`config.mk`:
```
export PLATFORM = sky130hd
export DESIGN_NAME = registrador_entrada_flat
export DESIGN_NICKNAME = d
export VERILOG_FILES = /design/src/rtl/registrador_entrada_if.sv /design/src/rtl/registrador_entrada.sv /design/src/flat_wrapper.sv
export SDC_FILE = /design/constraint.sdc
export NUM_CORES = 1
export LEC_CHECK = 0
export BUFFER_PORTS_ARGS = -buffer_cell sky130_fd_sc_hd__buf_2
export CAP_MARGIN = 0
export CORE_ASPECT_RATIO = 2
export CORE_MARGIN = 2
export CORE_UTILIZATION = 57
export DETAILED_ROUTE_END_ITERATION = 8
export GPL_TIMING_DRIVEN = 1
export PLACE_DENSITY = 0.8
export SYNTH_ARGS = -nofsm -noshare
export SYNTH_HDL_FRONTEND = slang
export SYNTH_SLANG_ARGS = --single-unit
```
`constraint.sdc`:
```
create_clock -name clk -period 2.38 [get_ports clk]
set_input_delay 0.357 -clock clk [delete_from_list [all_inputs] [get_ports clk]]
set_output_delay 0.357 -clock clk [all_outputs]
set_load 0.02 [all_outputs]
```
`src/rtl/registrador_entrada_if.sv`:
```
// Signal bundle between the operand-entry controller and the board:
// raw keys and switches in, captured operands / entry state / start strobe out.
interface registrador_entrada_if;
  logic       key_confirm_n;
  logic       key_clear_n;
  logic [9:0] sw;
  logic [1:0] state;
  logic [7:0] A_registered;
  logic [7:0] B_registered;
  logic [2:0] OP_registered;
  logic       op_valid;

  // Controller side: consumes keys and switches, produces the status values.
  modport master (
    input  key_confirm_n,
    input  key_clear_n,
    input  sw,
    output state,
    output A_registered,
    output B_registered,
    output OP_registered,
    output op_valid
  );

  // Board / LED side: drives keys and switches, observes the status values.
  modport slave (
    output key_confirm_n,
    output key_clear_n,
    output sw,
    input  state,
    input  A_registered,
    input  B_registered,
    input  OP_registered,
    input  op_valid
  );
endinterface

```
`src/rtl/registrador_entrada.sv`:
```
// Operand-entry controller for the ULA.
// Each push-button goes through a 2-FF synchronizer, a counting debouncer and
// a falling-edge press detector; the resulting one-cycle press pulses step a
// 4-state entry FSM that captures operand A, operand B and the operation code
// from the slide switches.
//
// Handshake: op_valid is a pure strobe with no ready/back-pressure. It is high
// for exactly one cycle, in the same cycle state first reads 11, and
// A_registered/B_registered/OP_registered are already valid and stable in that
// cycle; they stay stable until the next confirm, clear or reset.
module registrador_entrada #(
  parameter int DEBOUNCE_CYCLES = 500000
) (
  input  logic                  clk,
  input  logic                  rst_n,
  registrador_entrada_if.master bus
);

  localparam int CW = (DEBOUNCE_CYCLES > 2) ? $clog2(DEBOUNCE_CYCLES) : 1;
  localparam logic [CW-1:0] CNT_LAST = CW'(DEBOUNCE_CYCLES - 1);

  typedef enum logic [1:0] {
    S_IDLE = 2'b00,
    S_A    = 2'b01,
    S_B    = 2'b10,
    S_OP   = 2'b11
  } state_t;

  // Bit 0 = confirm key, bit 1 = clear key; both paths are identical.
  logic [1:0] key_raw;
  logic [1:0] press;

  assign key_raw = {bus.key_clear_n, bus.key_confirm_n};

  for (genvar g = 0; g < 2; g++) begin : g_key
    logic          sync1;
    logic          sync2;
    logic          db;
    logic          db_d;
    logic [CW-1:0] cnt;
    logic          press_q;

    // Synchronize, debounce and detect the 1->0 transition of the debounced level.
    // A sample equal to db restarts the count, so any glitch must re-earn
    // the full DEBOUNCE_CYCLES of stability.
    always_ff @(posedge clk) begin
      if (!rst_n) begin
        sync1   <= 1'b1;
        sync2   <= 1'b1;
        db      <= 1'b1;
        db_d    <= 1'b1;
        cnt     <= '0;
        press_q <= 1'b0;
      end else begin
        sync1 <= key_raw[g];
        sync2 <= sync1;
        if (sync2 == db) begin
          cnt <= '0;
        end else if (cnt == CNT_LAST) begin
          db  <= sync2;
          cnt <= '0;
        end else begin
          cnt <= cnt + CW'(1);
        end
        db_d    <= db;
        press_q <= db_d & ~db;
      end
    end

    assign press[g] = press_q;
  end

  logic   confirm_p;
  logic   clear_p;
  state_t state_q;
  logic [7:0] a_q;
  logic [7:0] b_q;
  logic [2:0] op_q;
  logic       op_valid_q;

  assign confirm_p = press[0];
  assign clear_p   = press[1];

  // Entry FSM: clear beats confirm; the 11->00 wrap also empties the registers.
  always_ff @(posedge clk) begin
    if (!rst_n) begin
      state_q    <= S_IDLE;
      a_q        <= '0;
      b_q        <= '0;
      op_q       <= '0;
      op_valid_q <= 1'b0;
    end else begin
      op_valid_q <= 1'b0;
      if (clear_p) begin
        state_q <= S_IDLE;
        a_q     <= '0;
        b_q     <= '0;
        op_q    <= '0;
      end else if (confirm_p) begin
        case (state_q)
          S_IDLE: begin
            a_q     <= bus.sw[7:0];
            state_q <= S_A;
          end
          S_A: begin
            b_q     <= bus.sw[7:0];
            state_q <= S_B;
          end
          S_B: begin
            op_q       <= bus.sw[2:0];
            op_valid_q <= 1'b1;
            state_q    <= S_OP;
          end
          default: begin
            a_q     <= '0;
            b_q     <= '0;
            op_q    <= '0;
            state_q <= S_IDLE;
          end
        endcase
      end
    end
  end

  // sw[9:8] have no function in this block.
  logic unused_sw;
  assign unused_sw = ^bus.sw[9:8];

  assign bus.state         = state_q;
  assign bus.A_registered  = a_q;
  assign bus.B_registered  = b_q;
  assign bus.OP_registered = op_q;
  assign bus.op_valid      = op_valid_q;

endmodule

```
`src/flat_wrapper.sv`:
```
// flat-port wrapper written by rule: the top's interface ports become plain ports
module registrador_entrada_flat 
#(
  parameter int DEBOUNCE_CYCLES = 500000
)
  (clk, rst_n, bus_key_confirm_n, bus_key_clear_n, bus_sw, bus_state, bus_A_registered, bus_B_registered, bus_OP_registered, bus_op_valid);
  registrador_entrada_if bus_i ();
  input  logic clk;
  input  logic rst_n;
  input wire logic [$bits(bus_i.key_confirm_n)-1:0] bus_key_confirm_n;
  input wire logic [$bits(bus_i.key_clear_n)-1:0] bus_key_clear_n;
  input wire logic [$bits(bus_i.sw)-1:0] bus_sw;
  output wire logic [$bits(bus_i.state)-1:0] bus_state;
  output wire logic [$bits(bus_i.A_registered)-1:0] bus_A_registered;
  output wire logic [$bits(bus_i.B_registered)-1:0] bus_B_registered;
  output wire logic [$bits(bus_i.OP_registered)-1:0] bus_OP_registered;
  output wire logic [$bits(bus_i.op_valid)-1:0] bus_op_valid;
  assign bus_i.key_confirm_n = bus_key_confirm_n;
  assign bus_i.key_clear_n = bus_key_clear_n;
  assign bus_i.sw = bus_sw;
  assign bus_state = bus_i.state;
  assign bus_A_registered = bus_i.A_registered;
  assign bus_B_registered = bus_i.B_registered;
  assign bus_OP_registered = bus_i.OP_registered;
  assign bus_op_valid = bus_i.op_valid;
  registrador_entrada #(.DEBOUNCE_CYCLES(DEBOUNCE_CYCLES)) u_core (.clk(clk), .rst_n(rst_n), .bus(bus_i));
endmodule
```
Yosys cells after proc, flatten, opt, wreduce, memory -nomap -nowiden
Index checks and enable logic that the tools add are counted.
{"block": "totals", "reg_bits": 70, "latch_bits": 0, "ram_bits": 0, "rom_bits": 0, "input_bits": 14, "out_inout_bits": 22, "wordCells": 54, "n_memories": 0}
{"block": "classes", "n_addsub": 2, "n_mul": 0, "div": 0, "n_lt_le_gt_ge": 0, "eq_ne": 6, "shifts": 0, "mux": 5, "bitwise": 11, "n_reduce_logical": 13}
{"op": "$add 19x1->19 const B", "count": 2}
{"op": "$eq 19x19->1 const B", "count": 2}
{"op": "$pmux 8 s2", "count": 2}
{"op": "$reduce_and 2->1", "count": 5}
{"op": "$not 1->1", "count": 9}
{"op": "$reduce_or 3->1", "count": 3}
{"op": "$reduce_or 2->1", "count": 4}
{"op": "$pmux 2 s3", "count": 1}
{"op": "$pmux 3 s2", "count": 1}
{"op": "$and 1x1->1", "count": 2}
{"op": "$eq 1x1->1", "count": 2}
{"op": "$eq 2x1->1 const B", "count": 1}
{"op": "$eq 2x2->1 const B", "count": 1}
{"op": "$logic_not 2->1", "count": 1}
{"op": "$mux 1", "count": 1}

Logic depth before layout (Yosys ltp)
{"block": "logic_depth", "depth_word": 4, "mapped_depth": 6}

Worst setup path before layout
Ideal clock, no wire load.
{"block": "synth_path", "kind": "reg2reg", "start": "register u_core.g_key[1].cnt[0]", "end": "register u_core.g_key[1].cnt[10]", "arrival_time_ns": 1.618, "required_time_ns": 2.263, "path_slack_ns": 0.645, "stages_incl_launch_ff": 7, "synth_period_minus_slack_ns": 1.735, "path_cell_list": "dfxtp_1 > ha_1 > and4_1 > nand4_1 > o21bai_1 > buf_2 > nor2_1"}
{"block": "synth_between", "elab_chain_len": 2, "elab_cells_between_ends": 3}
{"element": "from (decl)", "line_no": "registrador_entrada.sv:40", "rtl": "logic [CW-1:0] cnt;"}
{"element": "from (signal assigned)", "line_no": "registrador_entrada.sv:63", "rtl": "cnt <= cnt + CW'(1);"}
{"element": "parallel branches: the longest is 2 deep, another holds $add 19x1->19"}
Parallel ways; which one is timed is not known.
A chain may end at the register's enable or synchronous reset.

Worst setup path in the final report
{"block": "layout_path", "start": "register u_core.g_key[0].cnt[2]", "end": "register u_core.g_key[0].cnt[17]"}
{"block": "layout_between", "elab_chain_len": 2, "elab_cells_between_ends": 3}
{"element": "from (decl)", "line_no": "registrador_entrada.sv:40"}
{"element": "from (signal assigned)", "line_no": "registrador_entrada.sv:63"}
{"element": "parallel branches: the longest is 2 deep, another holds $add 19x1->19"}
Parallel ways; which one is timed is not known.

==> results by group <==
Finish
  – Fin nets: 357
  – Layout cell share with drive strength beyond 1: 0.184
  – Filler instances: 406
  – Fin util: 0.678
  – Diode count: 0
  – Area Growth Syn to Fin: 15.1%

Power and ir drop
  – Tot Pwr: 2.18 mW
  – VDD IR-drop max: 524 uV
  – Standby leakage power: 1.19 nW
  – PD cells: 668 nW/um^2

Setup path
  – Crit start category: flip-flop
  – Reg2Reg Depth: 4
  – Critical Path AT: 2.11 ns
  – Critical path data required time: 2.66 ns
  – CP endpoint kind: flip-flop
  – Reg2Reg Setup Slack: 0.54 ns
  – Setup CP Type: flip-flop to flip-flop
  – RR Startpoint: u_core.g_key[0].cnt[2]
  – R2R Path End: u_core.g_key[0].cnt[17]
  – Worst Path Max Fanout: 6

Hold path
  – WHS Path Cells: 2
  – Worst Min Path Start: bus_key_clear_n
  – Hold crit path type: input port to flip-flop
  – Hold EP: u_core.g_key[1].sync1

Timing
  – Fin crit share: 0.772
  – Final Skew: 0.0120 ns
  – Endpoints failing hold: 0
  – # setup viols final: 0
  – Rel. slew slack: 0.577
  – Actual slew at the worst max-slew pin: 0.633 ns
  – Achievable frequency: 544 MHz
  – RSZ-0062 raised after global routing: no
  – Setup TNS: 0 ns
  – Post-layout min period: 1.84 ns
  – Slew Viols, Final: 0

Synthesis
  – YS warnings: 0
  – Largest cells by area after synthesis: dfxtp_1, nor2_1, xnor2_1
  – Post-synth top cells: dfxtp_1, nor2_1, nand2_1
  – Leading area contributor after synthesis: dfxtp_1
  – Top-count cell post-synth: dfxtp_1
  – Synth unique cells: 39
  – Post-Synthesis Net Count: 319
  – Yosys top cell area share: 0.494
  – Flops & latches, synth: 70
  – Post-synth ARST share: 0
  – Post-synth EDFFs: 0
  – Post-Syn Instances: 300
  – Sequential area share after synthesis: 0.494
  – Top FF cell, synth: dfxtp_1
  – Avg Cell Area, Syn: 9.46 um^2
  – Mapped Area: 2840 um^2

Floorplan
  – FP Rows: 36
  – Core box area: 4820 um^2
  – Starting Density: 0.589
  – Die area: 5600 um^2
  – IO Count: 36
  – Die width: 53.9 um
  – Chip height: 104 um

Clock network
  – Clock root cell: clkbuf_8
  – Inserted Clock Buffers: 9
  – Hold buffers post-CTS: 0
  – Clk sink count: 70
  – Max Root-Sink Buffers: 2
  – CTS resizes: 0
  – H-tree depth: 3
  – Clock Pin Slew Worst Setup and Hold Paths: 0.08 ns
  – CTS tree: yes
  – Worst skew pair latency: 0.35 ns
  – Post-CTS setup buffers: 0

Route
  – WL final: 5620 um
  – Via count: 2,223
  – # DRC: 0
  – WL per Instance: 14.0 um
  – Post-route ant nets: 0
  – Via/cell ratio: 5.56
  – Detailed Routing Iterations Pass 1: 4
  – Iter 0 DRT Violations: 46

Status
  – Outcome: finished clean

Global route
  – Vias in the first global route: 2,283
  – Initial antenna violation count: 0
  – Largest net degree at the start of global routing: 18
  – Total gr overflow: 0
  – First-pass GRT wire length: 9540 um
  – Gr usage total: 0.230

Run
  – Maxcap violations: 0

Place
  – Port bufs: 33
  – Routability congestion estimate: 0.818
  – Dpl hpwl: 4170 um
## layer usage
layer  track usage  vias up  part of all wire
met2         0.411       41              0.57
li1              -     1140                 -
met4         0.148        0             0.026
met5             0        -                 0
met3        0.0562       12             0.031
met1         0.211     1030              0.37
## final cells by class
cell class	count	area (um^2)	share of cell area
flip-flops and latches	70	1400	0.429
multi-input cells	213	1370	0.419
repair buffers	36	188	0.0574
clock buffers	10	138	0.0421
well taps	57	71.3	0.0218
clock inverters	6	68.8	0.0211
inverters	8	30.0	0.00919
## flip-flops by register name, summed over array words and instances (netlist names)
signal                    count
u_core.bus.OP_registered      3
u_core.g_key.db_d             2
u_core.g_key.sync1            2
u_core.bus.state              2
u_core.g_key.cnt             38
u_core.g_key.sync2            2
u_core.bus.A_registered       8
u_core.clear_p                1
u_core.bus.op_valid           1
u_core.g_key.db               2
u_core.bus.B_registered       8
u_core.confirm_p              1
## power by group
group          internal (mW)  switching [mW]  total [mW]  leakage, nW
clock                  0.517           0.454       0.971        0.103
combinational         0.0130          0.0216      0.0346        0.520
sequential              1.17         0.00269        1.18        0.565
## how the worst max path moves through the flow
stage | cells past startpoint | end | slack [ns] | start
floorplan | 6 | u_core.g_key[1].cnt[10] | 0.64 | u_core.g_key[1].cnt[0]
global placement | 4 | u_core.g_key[0].cnt[17] | 0.61 | u_core.g_key[0].cnt[2]
detailed placement | 4 | u_core.g_key[0].cnt[17] | 0.57 | u_core.g_key[0].cnt[5]
CTS | 4 | u_core.g_key[0].cnt[17] | 0.55 | u_core.g_key[0].cnt[2]
global route | 5 | u_core.g_key[1].cnt[18] | 0.41 | u_core.g_key[1].cnt[0]
finish | 4 | u_core.g_key[0].cnt[17] | 0.54 | u_core.g_key[0].cnt[2]
## per-stage QoR
step,setup slack (ns),instances,hold slack (ns),instance area [um^2]
floorplan,0.645,300,0.386,2840
global placement,0.609,384,0.387,3060
detailed placement,0.569,384,0.400,3060
CTS,0.549,400,0.170,3270
global route,0.408,400,0.167,3270
finish,0.543,400,0.180,3270
## logic make-up after synthesis
logic type      after synthesis  synth area share
fa+ha+maj                     5            0.0220
compound gates               34            0.0873
simple gates                141             0.269
mux                           3            0.0115
xor+xnor                     30            0.0926
buf+inv                      17            0.0238
flops                        70             0.494
## critical path, cell delays in order, from the launching register on
cell     delay, ns
dfxtp_1       0.44
nand4_1       0.30
or4_4         0.58
or3_1         0.31
a21oi_1       0.13
## cells in the final DEF (no fill, tap or decap), types with 3 or more instances in the layout
master    count
and3_1        4
nand4_1      11
a22o_1       16
buf_2        33
and4_1        4
nor3b_1       3
or4_1         3
nor4_1        9
clkbuf_8     10
nand3_1      14
o21ai_0       3
dfxtp_1      70
xor2_1       13
ha_1          5
nand2_1      18
inv_1         8
nor2_1       40
nor4b_1       3
nand2b_1     11
buf_4         3
a21oi_1       9
nor3_1        9
xnor2_1      17
Note: power is estimated with default switching activity, not from simulation.
